[config.mk]
export PLATFORM = sky130hd
export DESIGN_NAME = fetch_unit_flat
export DESIGN_NICKNAME = d
export VERILOG_FILES = /design/src/rtl/fetch_unit_pkg.sv /design/src/rtl/fetch_unit_if.sv /design/src/rtl/fetch_unit_assembler.sv /design/src/rtl/fetch_unit.sv /design/src/flat_wrapper.sv
export SDC_FILE = /design/constraint.sdc
export NUM_CORES = 1
export LEC_CHECK = 0
export ABC_AREA = 1
export CORE_UTILIZATION = 45
export CTS_BUF_LIST = sky130_fd_sc_hd__clkbuf_8
export DETAILED_ROUTE_END_ITERATION = 10
export GPL_ROUTABILITY_DRIVEN = 0
export PLACE_DENSITY = 0.84
export SLEW_MARGIN = 10
export SYNTH_ARGS = -nofsm -noshare
export SYNTH_HDL_FRONTEND = slang
export SYNTH_HIERARCHICAL = 1
export SYNTH_SLANG_ARGS = --single-unit
[constraint.sdc]
create_clock -name Clk -period 2.2 [get_ports Clk]
set_input_delay 0.44 -clock Clk [delete_from_list [all_inputs] [get_ports Clk]]
set_output_delay 0.44 -clock Clk [all_outputs]
set_load 0.02 [all_outputs]
[src/rtl/fetch_unit_pkg.sv]
// Shared types and helpers for the instruction fetch engine.
// Holds the fetch FSM state encoding and the byte-counter width helper.
package fetch_unit_pkg;

   typedef enum logic [1:0] {
      FS_IDLE   = 2'd0,
      FS_REQ    = 2'd1,
      FS_STREAM = 2'd2,
      FS_VALID  = 2'd3
   } fetch_state_e;

   // A single-byte instruction still needs a 1-bit counter to stay a legal vector.
   function automatic int cnt_width(input int n);
      return (n > 1) ? $clog2(n) : 1;
   endfunction

endpackage

[src/rtl/fetch_unit_if.sv]
// Memory, control and decoder-side signals of the fetch engine in one bundle.
// The fetch unit is the master; the memory/decoder environment is the slave.
interface fetch_unit_if #(
   parameter int DataWidth  = 8,
   parameter int AddrWidth  = 8,
   parameter int InstrBytes = 2
);
   localparam int IrWidth = DataWidth * InstrBytes;

   logic                 Run;
   logic                 Redirect;
   logic [AddrWidth-1:0] RedirectAddr;

   logic [AddrWidth-1:0] MemAddr;
   logic                 MemRd;
   logic [DataWidth-1:0] MemDIn;

   logic [IrWidth-1:0]   IrOut;
   logic                 IrValid;
   logic                 IrReady;
   logic [AddrWidth-1:0] PcOut;
   logic                 Busy;

   modport master (
      input  Run, Redirect, RedirectAddr, MemDIn, IrReady,
      output MemAddr, MemRd, IrOut, IrValid, PcOut, Busy
   );

   modport slave (
      output Run, Redirect, RedirectAddr, MemDIn, IrReady,
      input  MemAddr, MemRd, IrOut, IrValid, PcOut, Busy
   );

endinterface

[src/rtl/fetch_unit_assembler.sv]
// Shadow shift register and byte counter that build one instruction word.
// Earlier bytes shift toward the MSB so the first fetched byte ends up on top.
module fetch_unit_assembler
   import fetch_unit_pkg::*;
#(
   parameter int DataWidth  = 8,
   parameter int InstrBytes = 2
) (
   input  logic                            clk,
   input  logic                            rst_n,
   input  logic                            clear,
   input  logic                            shift,
   input  logic [DataWidth-1:0]            din,
   output logic [DataWidth*InstrBytes-1:0] assembled,
   output logic                            last
);
   localparam int IrWidth  = DataWidth * InstrBytes;
   localparam int CntWidth = cnt_width(InstrBytes);

   logic [IrWidth-1:0]  shadow_q, shadow_d;
   logic [CntWidth-1:0] cnt_q, cnt_d;

   always_comb begin
      shadow_d = shadow_q;
      cnt_d    = cnt_q;
      if (clear) begin
         shadow_d = '0;
         cnt_d    = '0;
      end else if (shift) begin
         shadow_d = (shadow_q << DataWidth) | IrWidth'(din);
         cnt_d    = cnt_q + CntWidth'(1);
      end
   end

   always_ff @(posedge clk or negedge rst_n) begin
      if (!rst_n) begin
         shadow_q <= '0;
         cnt_q    <= '0;
      end else begin
         shadow_q <= shadow_d;
         cnt_q    <= cnt_d;
      end
   end

   // The final byte is merged straight from the memory bus, never stored.
   assign assembled = (shadow_q << DataWidth) | IrWidth'(din);
   assign last      = (cnt_q == CntWidth'(InstrBytes - 1));

endmodule

[src/rtl/fetch_unit.sv]
// Instruction fetch engine: reads InstrBytes consecutive bytes, assembles them
// and offers the word to the decoder over valid/ready, with redirect and PC wrap.
module fetch_unit
   import fetch_unit_pkg::*;
#(
   parameter int DataWidth   = 8,
   parameter int AddrWidth   = 8,
   parameter int InstrBytes  = 2,
   parameter int ResetVector = 0
) (
   input  logic        Clk,
   input  logic        Reset,
   fetch_unit_if.master bus
);
   localparam int IrWidth = DataWidth * InstrBytes;
   localparam logic [AddrWidth-1:0] RstPc = AddrWidth'(ResetVector);

   fetch_state_e         state_q, state_d;
   logic [AddrWidth-1:0] fptr_q, fptr_d;
   logic [AddrWidth-1:0] ipc_q, ipc_d;
   logic [AddrWidth-1:0] pc_q, pc_d;
   logic [IrWidth-1:0]   ir_q, ir_d;
   logic                 ir_valid_q, ir_valid_d;

   logic                 asm_clear;
   logic                 asm_shift;
   logic                 asm_last;
   logic [IrWidth-1:0]   assembled;

   fetch_unit_assembler #(
      .DataWidth (DataWidth),
      .InstrBytes(InstrBytes)
   ) u_assembler (
      .clk      (Clk),
      .rst_n    (Reset),
      .clear    (asm_clear),
      .shift    (asm_shift),
      .din      (bus.MemDIn),
      .assembled(assembled),
      .last     (asm_last)
   );

   always_comb begin
      state_d    = state_q;
      fptr_d     = fptr_q;
      ipc_d      = ipc_q;
      pc_d       = pc_q;
      ir_d       = ir_q;
      ir_valid_d = ir_valid_q;
      asm_clear  = 1'b0;
      asm_shift  = 1'b0;

      case (state_q)
         FS_IDLE: begin
            if (bus.Run) state_d = FS_REQ;
         end
         FS_REQ: begin
            ipc_d     = fptr_q;
            fptr_d    = fptr_q + AddrWidth'(1);
            asm_clear = 1'b1;
            state_d   = FS_STREAM;
         end
         FS_STREAM: begin
            if (!asm_last) begin
               asm_shift = 1'b1;
               fptr_d    = fptr_q + AddrWidth'(1);
            end else begin
               ir_d       = assembled;
               pc_d       = ipc_q;
               ir_valid_d = 1'b1;
               state_d    = FS_VALID;
            end
         end
         FS_VALID: begin
            if (bus.IrReady) begin
               ir_valid_d = 1'b0;
               state_d    = bus.Run ? FS_REQ : FS_IDLE;
            end
         end
         default: state_d = FS_IDLE;
      endcase

      // Redirect overrides everything, including a handshake in the same cycle.
      if (bus.Redirect) begin
         fptr_d     = bus.RedirectAddr;
         ipc_d      = ipc_q;
         pc_d       = pc_q;
         ir_d       = ir_q;
         ir_valid_d = 1'b0;
         asm_clear  = 1'b1;
         asm_shift  = 1'b0;
         state_d    = bus.Run ? FS_REQ : FS_IDLE;
      end
   end

   always_ff @(posedge Clk or negedge Reset) begin
      if (!Reset) begin
         state_q    <= FS_IDLE;
         fptr_q     <= RstPc;
         ipc_q      <= RstPc;
         pc_q       <= RstPc;
         ir_q       <= '0;
         ir_valid_q <= 1'b0;
      end else begin
         state_q    <= state_d;
         fptr_q     <= fptr_d;
         ipc_q      <= ipc_d;
         pc_q       <= pc_d;
         ir_q       <= ir_d;
         ir_valid_q <= ir_valid_d;
      end
   end

   assign bus.MemAddr = fptr_q;
   assign bus.MemRd   = (state_q == FS_REQ) || ((state_q == FS_STREAM) && !asm_last);
   assign bus.IrOut   = ir_q;
   assign bus.IrValid = ir_valid_q;
   assign bus.PcOut   = pc_q;
   assign bus.Busy    = (state_q != FS_IDLE);

endmodule

[src/flat_wrapper.sv]
// flat-port wrapper written by rule: the top's interface ports become plain ports
module fetch_unit_flat import fetch_unit_pkg::*;
#(
   parameter int DataWidth   = 8,
   parameter int AddrWidth   = 8,
   parameter int InstrBytes  = 2,
   parameter int ResetVector = 0
)
  (Clk, Reset, bus_Run, bus_Redirect, bus_RedirectAddr, bus_MemDIn, bus_IrReady, bus_MemAddr, bus_MemRd, bus_IrOut, bus_IrValid, bus_PcOut, bus_Busy);
  fetch_unit_if #(.DataWidth(DataWidth), .AddrWidth(AddrWidth), .InstrBytes(InstrBytes)) bus_i ();
  input  logic Clk;
  input  logic Reset;
  input wire logic [$bits(bus_i.Run)-1:0] bus_Run;
  input wire logic [$bits(bus_i.Redirect)-1:0] bus_Redirect;
  input wire logic [$bits(bus_i.RedirectAddr)-1:0] bus_RedirectAddr;
  input wire logic [$bits(bus_i.MemDIn)-1:0] bus_MemDIn;
  input wire logic [$bits(bus_i.IrReady)-1:0] bus_IrReady;
  output wire logic [$bits(bus_i.MemAddr)-1:0] bus_MemAddr;
  output wire logic [$bits(bus_i.MemRd)-1:0] bus_MemRd;
  output wire logic [$bits(bus_i.IrOut)-1:0] bus_IrOut;
  output wire logic [$bits(bus_i.IrValid)-1:0] bus_IrValid;
  output wire logic [$bits(bus_i.PcOut)-1:0] bus_PcOut;
  output wire logic [$bits(bus_i.Busy)-1:0] bus_Busy;
  assign bus_i.Run = bus_Run;
  assign bus_i.Redirect = bus_Redirect;
  assign bus_i.RedirectAddr = bus_RedirectAddr;
  assign bus_i.MemDIn = bus_MemDIn;
  assign bus_i.IrReady = bus_IrReady;
  assign bus_MemAddr = bus_i.MemAddr;
  assign bus_MemRd = bus_i.MemRd;
  assign bus_IrOut = bus_i.IrOut;
  assign bus_IrValid = bus_i.IrValid;
  assign bus_PcOut = bus_i.PcOut;
  assign bus_Busy = bus_i.Busy;
  fetch_unit #(.DataWidth(DataWidth), .AddrWidth(AddrWidth), .InstrBytes(InstrBytes), .ResetVector(ResetVector)) u_core (.Clk(Clk), .Reset(Reset), .bus(bus_i));
endmodule
==> results.json, run 1 <==
{
  "outcome": "completed",
  "yosys.area.top_type_share": 0.526,
  "finalSetupTns_ps": 0,
  "power_density_nw_per_um2": 1080,
  "p_leak_uw": 0.00158,
  "antennaDiodeCount": 0,
  "synth-simple-area-share": 0.177,
  "fp.dieArea_sq_um": 5800,
  "slowest_stage": "dfrtp_1",
  "dr_total_vias": 1855,
  "period_minus_slack_ps": 1980,
  "cts_root_buffer": "clkbuf_8",
  "cts_max_level": 2,
  "gr-total-overflow": 0,
  "synthTopCellsByArea": "dfrtp_1 (53%), mux2_4 (9.1%), nand2_1 (8.2%), nand3_1 (3.8%), nor2_1 (3.8%)",
  "initial_core_util": 0.476,
  "ys_types": 22,
  "ys_warn_count": 6,
  "numCtsBuffers": 5,
  "final_cells": 372,
  "antenna_found_initial": 0,
  "worstSkewPairLatency_ps": 300,
  "fmax_ghz": 0.506,
  "hold_buffers": 0,
  "ant_nets": 0,
  "synth_compound_area_frac": 0.0596,
  "crit_arrival_ps": 1540,
  "layout_common_cells": "nand2_1 (54), clkdlybuf4s50_1 (52), dfrtp_1 (52)",
  "p_total_uw": 3390,
  "cts_setup_buffers": 0,
  "synth.avg_cell_area_sq_um": 9.98,
  "synth_cells": 248,
  "synth_nets": 275,
  "drc_errors": 0,
  "period_share": 0.899,
  "setup.worst_path.start_class": "flop",
  "worst_slew_pin_slew_ps": 434,
  "synth_area_sq_um": 2480,
  "worst_setup_path_end_kind": "output port",
  "fin_nets": 328,
  "clock_path_buffers": 2,
  "drt_iter0_drc": 100,
  "synth_mux_area_frac": 0.127,
  "critPathKind": "reg -> out",
  "dp.cells": 364,
  "ios": 56,
  "slew_headroom": 0.710,
  "synth_top_family_by_area": "simple AND/OR/NAND/NOR gates",
  "clock-sinks": 52,
  "core_area_sq_um": 5200,
  "finalSetupViolCount": 0,
  "hold_viol_final": 0,
  "final_layout_size_suffix_gt1_frac": 0.139,
  "grt_max_degree": 53,
  "port_buffers": 55,
  "rows": 26,
  "vias_per_cell": 4.99,
  "drt-total-wl_um": 4870,
  "rsz0062_at_grt": "false",
  "grt_pass1_wl_um": 8290,
  "synth_adder_area_share": 0.0303,
  "yosysSeqAreaShare": 0.526,
  "syn_to_final_growth_pct": 26.8,
  "finalMaxSlewViolations": 0,
  "wl_per_cell_um": 13.1,
  "cp_common_cell": "inv_1",
  "skew_ps": 4.10,
  "synth.ff_latch_count": 52,
  "grt_pass1_vias": 1784,
  "reg2regPathDepth": 6,
  "ir_worst_vdd_v": 0.000536,
  "track_usage": 0.179,
  "drv_cap": 0,
  "postCtsResizedCells": 1,
  "holdCritPathClass": "in -> async",
  "crit_fanout": 5,
  "dpl.hpwl_um": 3500,
  "die_y_um": 76.2,
  "drt_pass1_iterations": 4,
  "required_ps": 1760,
  "synth_xor_area_frac": 0,
  "synth_largest_area_cell": "dfrtp_1",
  "final_common_cell": "nand2_1",
  "cts_tree": "built",
  "critPathMaxStageDelay_ps": 440,
  "clk_pin_slew_worst_paths_ps": 90,
  "die_x_um": 76.2,
  "cp_cell_sequence": "inv_1 -> ha_1 -> inv_1 -> o21ai_0 -> clkbuf_2"
}
==> layout make-up <==
| cell class | count | area, sq um |
|---|---|---|
| fill | 451 | 2060 |
| clock inverter | 3 | 20.0 |
| sequential | 52 | 1300 |
| inverter | 20 | 75.1 |
| tap | 70 | 87.6 |
| clock buffer | 5 | 68.8 |
| multi-input combinational | 161 | 975 |
| timing repair buffer | 61 | 613 |
==> synth_stat cells, drive strengths merged <==
cell type	count
o21ai	18
mux2i	1
ha	6
mux2	22
buf	15
dfrtp	52
a21oi	7
nor2	26
inv	20
nand2	55
nand3	20
nor3	2
o211ai	3
or2	1
==> final timing paths <==
kind	startpoint	slack, ps	end
worst max-delay path	u_core/state_q[0]	220	bus_MemRd
worst min-delay path	Reset	110	u_core/bus.IrOut[1]
worst max register to register	u_core/state_q[0]	420	u_core/bus.IrOut[0]
worst min register to register	u_core/u_assembler/shadow_q[7]	490	u_core/u_assembler/shadow_q[7]
max in group asynchronous	Reset	1850	u_core/ipc_q[5]
min in group Clk	u_core/u_assembler/shadow_q[7]	490	u_core/u_assembler/shadow_q[7]
==> logic make-up after synthesis <==
| kind of cell | count (synthesis) |
|---|---|
| fa+ha+maj | 6 |
| mux | 23 |
| simple gates | 104 |
| flops | 52 |
| compound gates | 28 |
| buf+inv | 35 |
==> worst max-delay path, delay by kind of cell, from the launching register on <==
family                     cells  cell delay, ps
AOI/OAI and AO/OA              1             200
DFF                            1             440
buffers and inverters          3             400
adders and majority gates      1             190
==> stage by stage <==
step                utilization  instance area (sq um)  setup slack, ps  hold WS, ps
finish                    0.603                   3140              222          105
global route              0.603                   3140             82.1          127
CTS                       0.604                   3140             23.4          122
detailed placement        0.587                   3050              120          454
global placement          0.587                   3050              204          449
floorplan                     -                   2480              453          144
==> metal layers <==
metal  global-route usage  up-vias  share of wire
met5                    0        -              0
met3               0.0323        5          0.050
met4               0.0615        0          0.011
li1                     -      903              -
met1                0.237      884           0.44
met2                0.295       63           0.50
==> where the power goes <==
part / switching, uW / internal [uW] / leakage [uW] / total [uW]
sequential: 220 / 1220 / 0.000684 / 1440
combinational: 793 / 634 / 0.000853 / 1430
clock: 305 / 222 / 0.0000455 / 527
total: 1320 / 2080 / 0.00158 / 3390
==> state kept, by name (all words and copies together) (netlist names) <==
signal,count
u_core/bus.IrOut,16
u_core/bus.MemAddr,8
u_core/bus.PcOut,8
u_core/ipc_q,8
u_core/u_assembler/shadow_q,8
u_core/state_q,2
u_core/bus.IrValid,1
u_core/u_assembler/last,1
No activity file was read; power rests on OpenSTA's default activity.
==> run 2: changes to the inputs <==
--- a/config.mk
+++ b/config.mk
@@ -6,11 +6,14 @@
 export NUM_CORES = 1
 export LEC_CHECK = 0
 export ABC_AREA = 1
-export CORE_UTILIZATION = 45
+export CELL_PAD_IN_SITES_DETAIL_PLACEMENT = 1
+export CELL_PAD_IN_SITES_GLOBAL_PLACEMENT = 1
+export CORE_UTILIZATION = 43
 export CTS_BUF_LIST = sky130_fd_sc_hd__clkbuf_8
 export DETAILED_ROUTE_END_ITERATION = 10
 export GPL_ROUTABILITY_DRIVEN = 0
-export PLACE_DENSITY = 0.84
+export HOLD_SLACK_MARGIN = 0.1
+export PLACE_DENSITY = 0.95
 export SLEW_MARGIN = 10
 export SYNTH_ARGS = -nofsm -noshare
 export SYNTH_HDL_FRONTEND = slang
==> run 2 against run 1 <==
Effect of this change:
- routed wire length is 20% higher
- count of clock-buffer cells in the layout is the same
- via count increased by 0.27%
- die area grew 4.5%
- flip-flop and latch count unchanged
==> results.json, run 2 (synthesized netlist as in run 1, its figures left out) <==
{
  "period_minus_slack_ps": 1990,
  "required_ps": 1760,
  "numCtsBuffers": 5,
  "crit_fanout": 5,
  "die_x_um": 77.9,
  "clock-sinks": 52,
  "fmax_ghz": 0.503,
  "clock_path_buffers": 2,
  "drt_pass1_iterations": 4,
  "ir_worst_vdd_v": 0.000463,
  "cts_root_buffer": "clkbuf_8",
  "grt_pass1_vias": 1948,
  "power_density_nw_per_um2": 1110,
  "cp_cell_sequence": "inv_1 -> ha_1 -> inv_1 -> o21ai_0 -> clkbuf_2",
  "postCtsResizedCells": 1,
  "antenna_found_initial": 0,
  "die_y_um": 77.9,
  "drv_cap": 0,
  "finalMaxSlewViolations": 0,
  "setup.worst_path.start_class": "flop",
  "slowest_stage": "dfrtp_1",
  "drc_errors": 0,
  "vias_per_cell": 4.96,
  "cts_setup_buffers": 0,
  "largest_reg_flops": 16,
  "p_leak_uw": 0.00158,
  "track_usage": 0.212,
  "cp_common_cell": "inv_1",
  "cp_top_family": "flip-flops",
  "hold_buffers": 0,
  "hold_viol_final": 0,
  "skew_ps": 8.97,
  "cts_tree": "built",
  "rsz0062_at_grt": "false",
  "p_int_uw": 2080,
  "antennaDiodeCount": 0,
  "netSwitchingPower_uw": 1410,
  "slew_headroom": 0.567,
  "multiInputGateArea_sq_um": 975,
  "rows": 27,
  "holdCritPathClass": "in -> async",
  "critPathMaxStageDelay_ps": 440,
  "fill_cells": 633,
  "dr_total_vias": 1860,
  "crit_arrival_ps": 1550,
  "initial_core_util": 0.447,
  "final_layout_size_suffix_gt1_frac": 0.142,
  "core_area_sq_um": 5540,
  "port_buffers": 55,
  "drt_iter0_drc": 54,
  "fin_hold_ws_ps": 230,
  "swShare": 0.404,
  "pwr-share-comb": 0.426,
  "outcome": "completed",
  "clk_pin_slew_worst_paths_ps": 100,
  "finalSetupViolCount": 0,
  "finalSetupTns_ps": 0,
  "worstSkewPairLatency_ps": 310,
  "fp.dieArea_sq_um": 6070,
  "gr-total-overflow": 0,
  "critPathKind": "reg -> out",
  "syn_to_final_growth_pct": 26.2,
  "grt_pass1_wl_um": 9770,
  "final_common_cell": "nand2_1",
  "dp_worst_setup_slack_ps": 122,
  "ant_nets": 0,
  "ios": 56,
  "layout_common_cells": "nand2_1 (54), clkdlybuf4s50_1 (52), dfrtp_1 (52)",
  "power_frac_seq": 0.418,
  "path_buf_inv": 3,
  "worst_slew_pin_slew_ps": 650,
  "fin_nets": 329,
  "setup_ws_ps": 212,
  "p_total_uw": 3480,
  "cts_max_level": 2,
  "worst_setup_path_end_kind": "output port",
  "grt_max_degree": 53,
  "drt-total-wl_um": 5820,
  "seq_area_sq_um": 1300,
  "clockPowerShare": 0.156,
  "period_share": 0.904,
  "dpl.hpwl_um": 4300,
  "wl_per_cell_um": 15.5
}
[run 2: layout make-up]
cell class              count  area share
multi-input cells         161       0.312
well taps                  72      0.0288
flip-flops and latches     52       0.416
clock inverters             3     0.00641
repair buffers             62       0.191
clock buffers               5      0.0220
inverters                  20      0.0240
[run 2: power by group through the flow]
stage	Sequential (uW)	Combinational [uW]	Clock (uW)
floorplan	1620	660	0
global placement	1440	1400	0
detailed placement	1480	1490	0
CTS	1460	1500	555
global route	1490	1620	598
finish	1460	1480	543
[run 2: worst register-to-register path, cell delays in order, from the launching register on]
cell     delay [ps]
dfrtp_1         440
inv_1           120
ha_1            230
buf_4           150
nand3_4          90
buf_4           280
mux2_2          380
[run 2: per-stage QoR]
step / utilization / area, sq um / std cells
detailed placement: 0.549 / 3040 / 367
global placement: 0.549 / 3040 / 367
CTS: 0.564 / 3130 / 375
floorplan: - / 2480 / 248
global route: 0.564 / 3130 / 375
finish: 0.564 / 3130 / 375
[run 2: final timing paths]
| kind | endpoint | slack (ps) | startpoint | depth (start not counted) |
|---|---|---|---|---|
| worst max-delay path | bus_MemRd | 210 | u_core/state_q[0] | 5 |
| worst min-delay path | u_core/bus.PcOut[4] | 230 | Reset | 2 |
| worst max register to register | u_core/bus.IrOut[5] | 410 | u_core/state_q[0] | 6 |
| worst min register to register | u_core/u_assembler/shadow_q[0] | 490 | u_core/u_assembler/shadow_q[0] | 2 |
| max in group asynchronous | u_core/bus.IrOut[3] | 1530 | Reset | 2 |
| min in group Clk | u_core/u_assembler/shadow_q[0] | 490 | u_core/u_assembler/shadow_q[0] | 2 |
[run 2: per-layer routing]
layer  GRT usage  wire [um]
met1       0.271       2560
met2       0.362       3040
met3      0.0329        147
met4      0.0736         81
met5           0          0
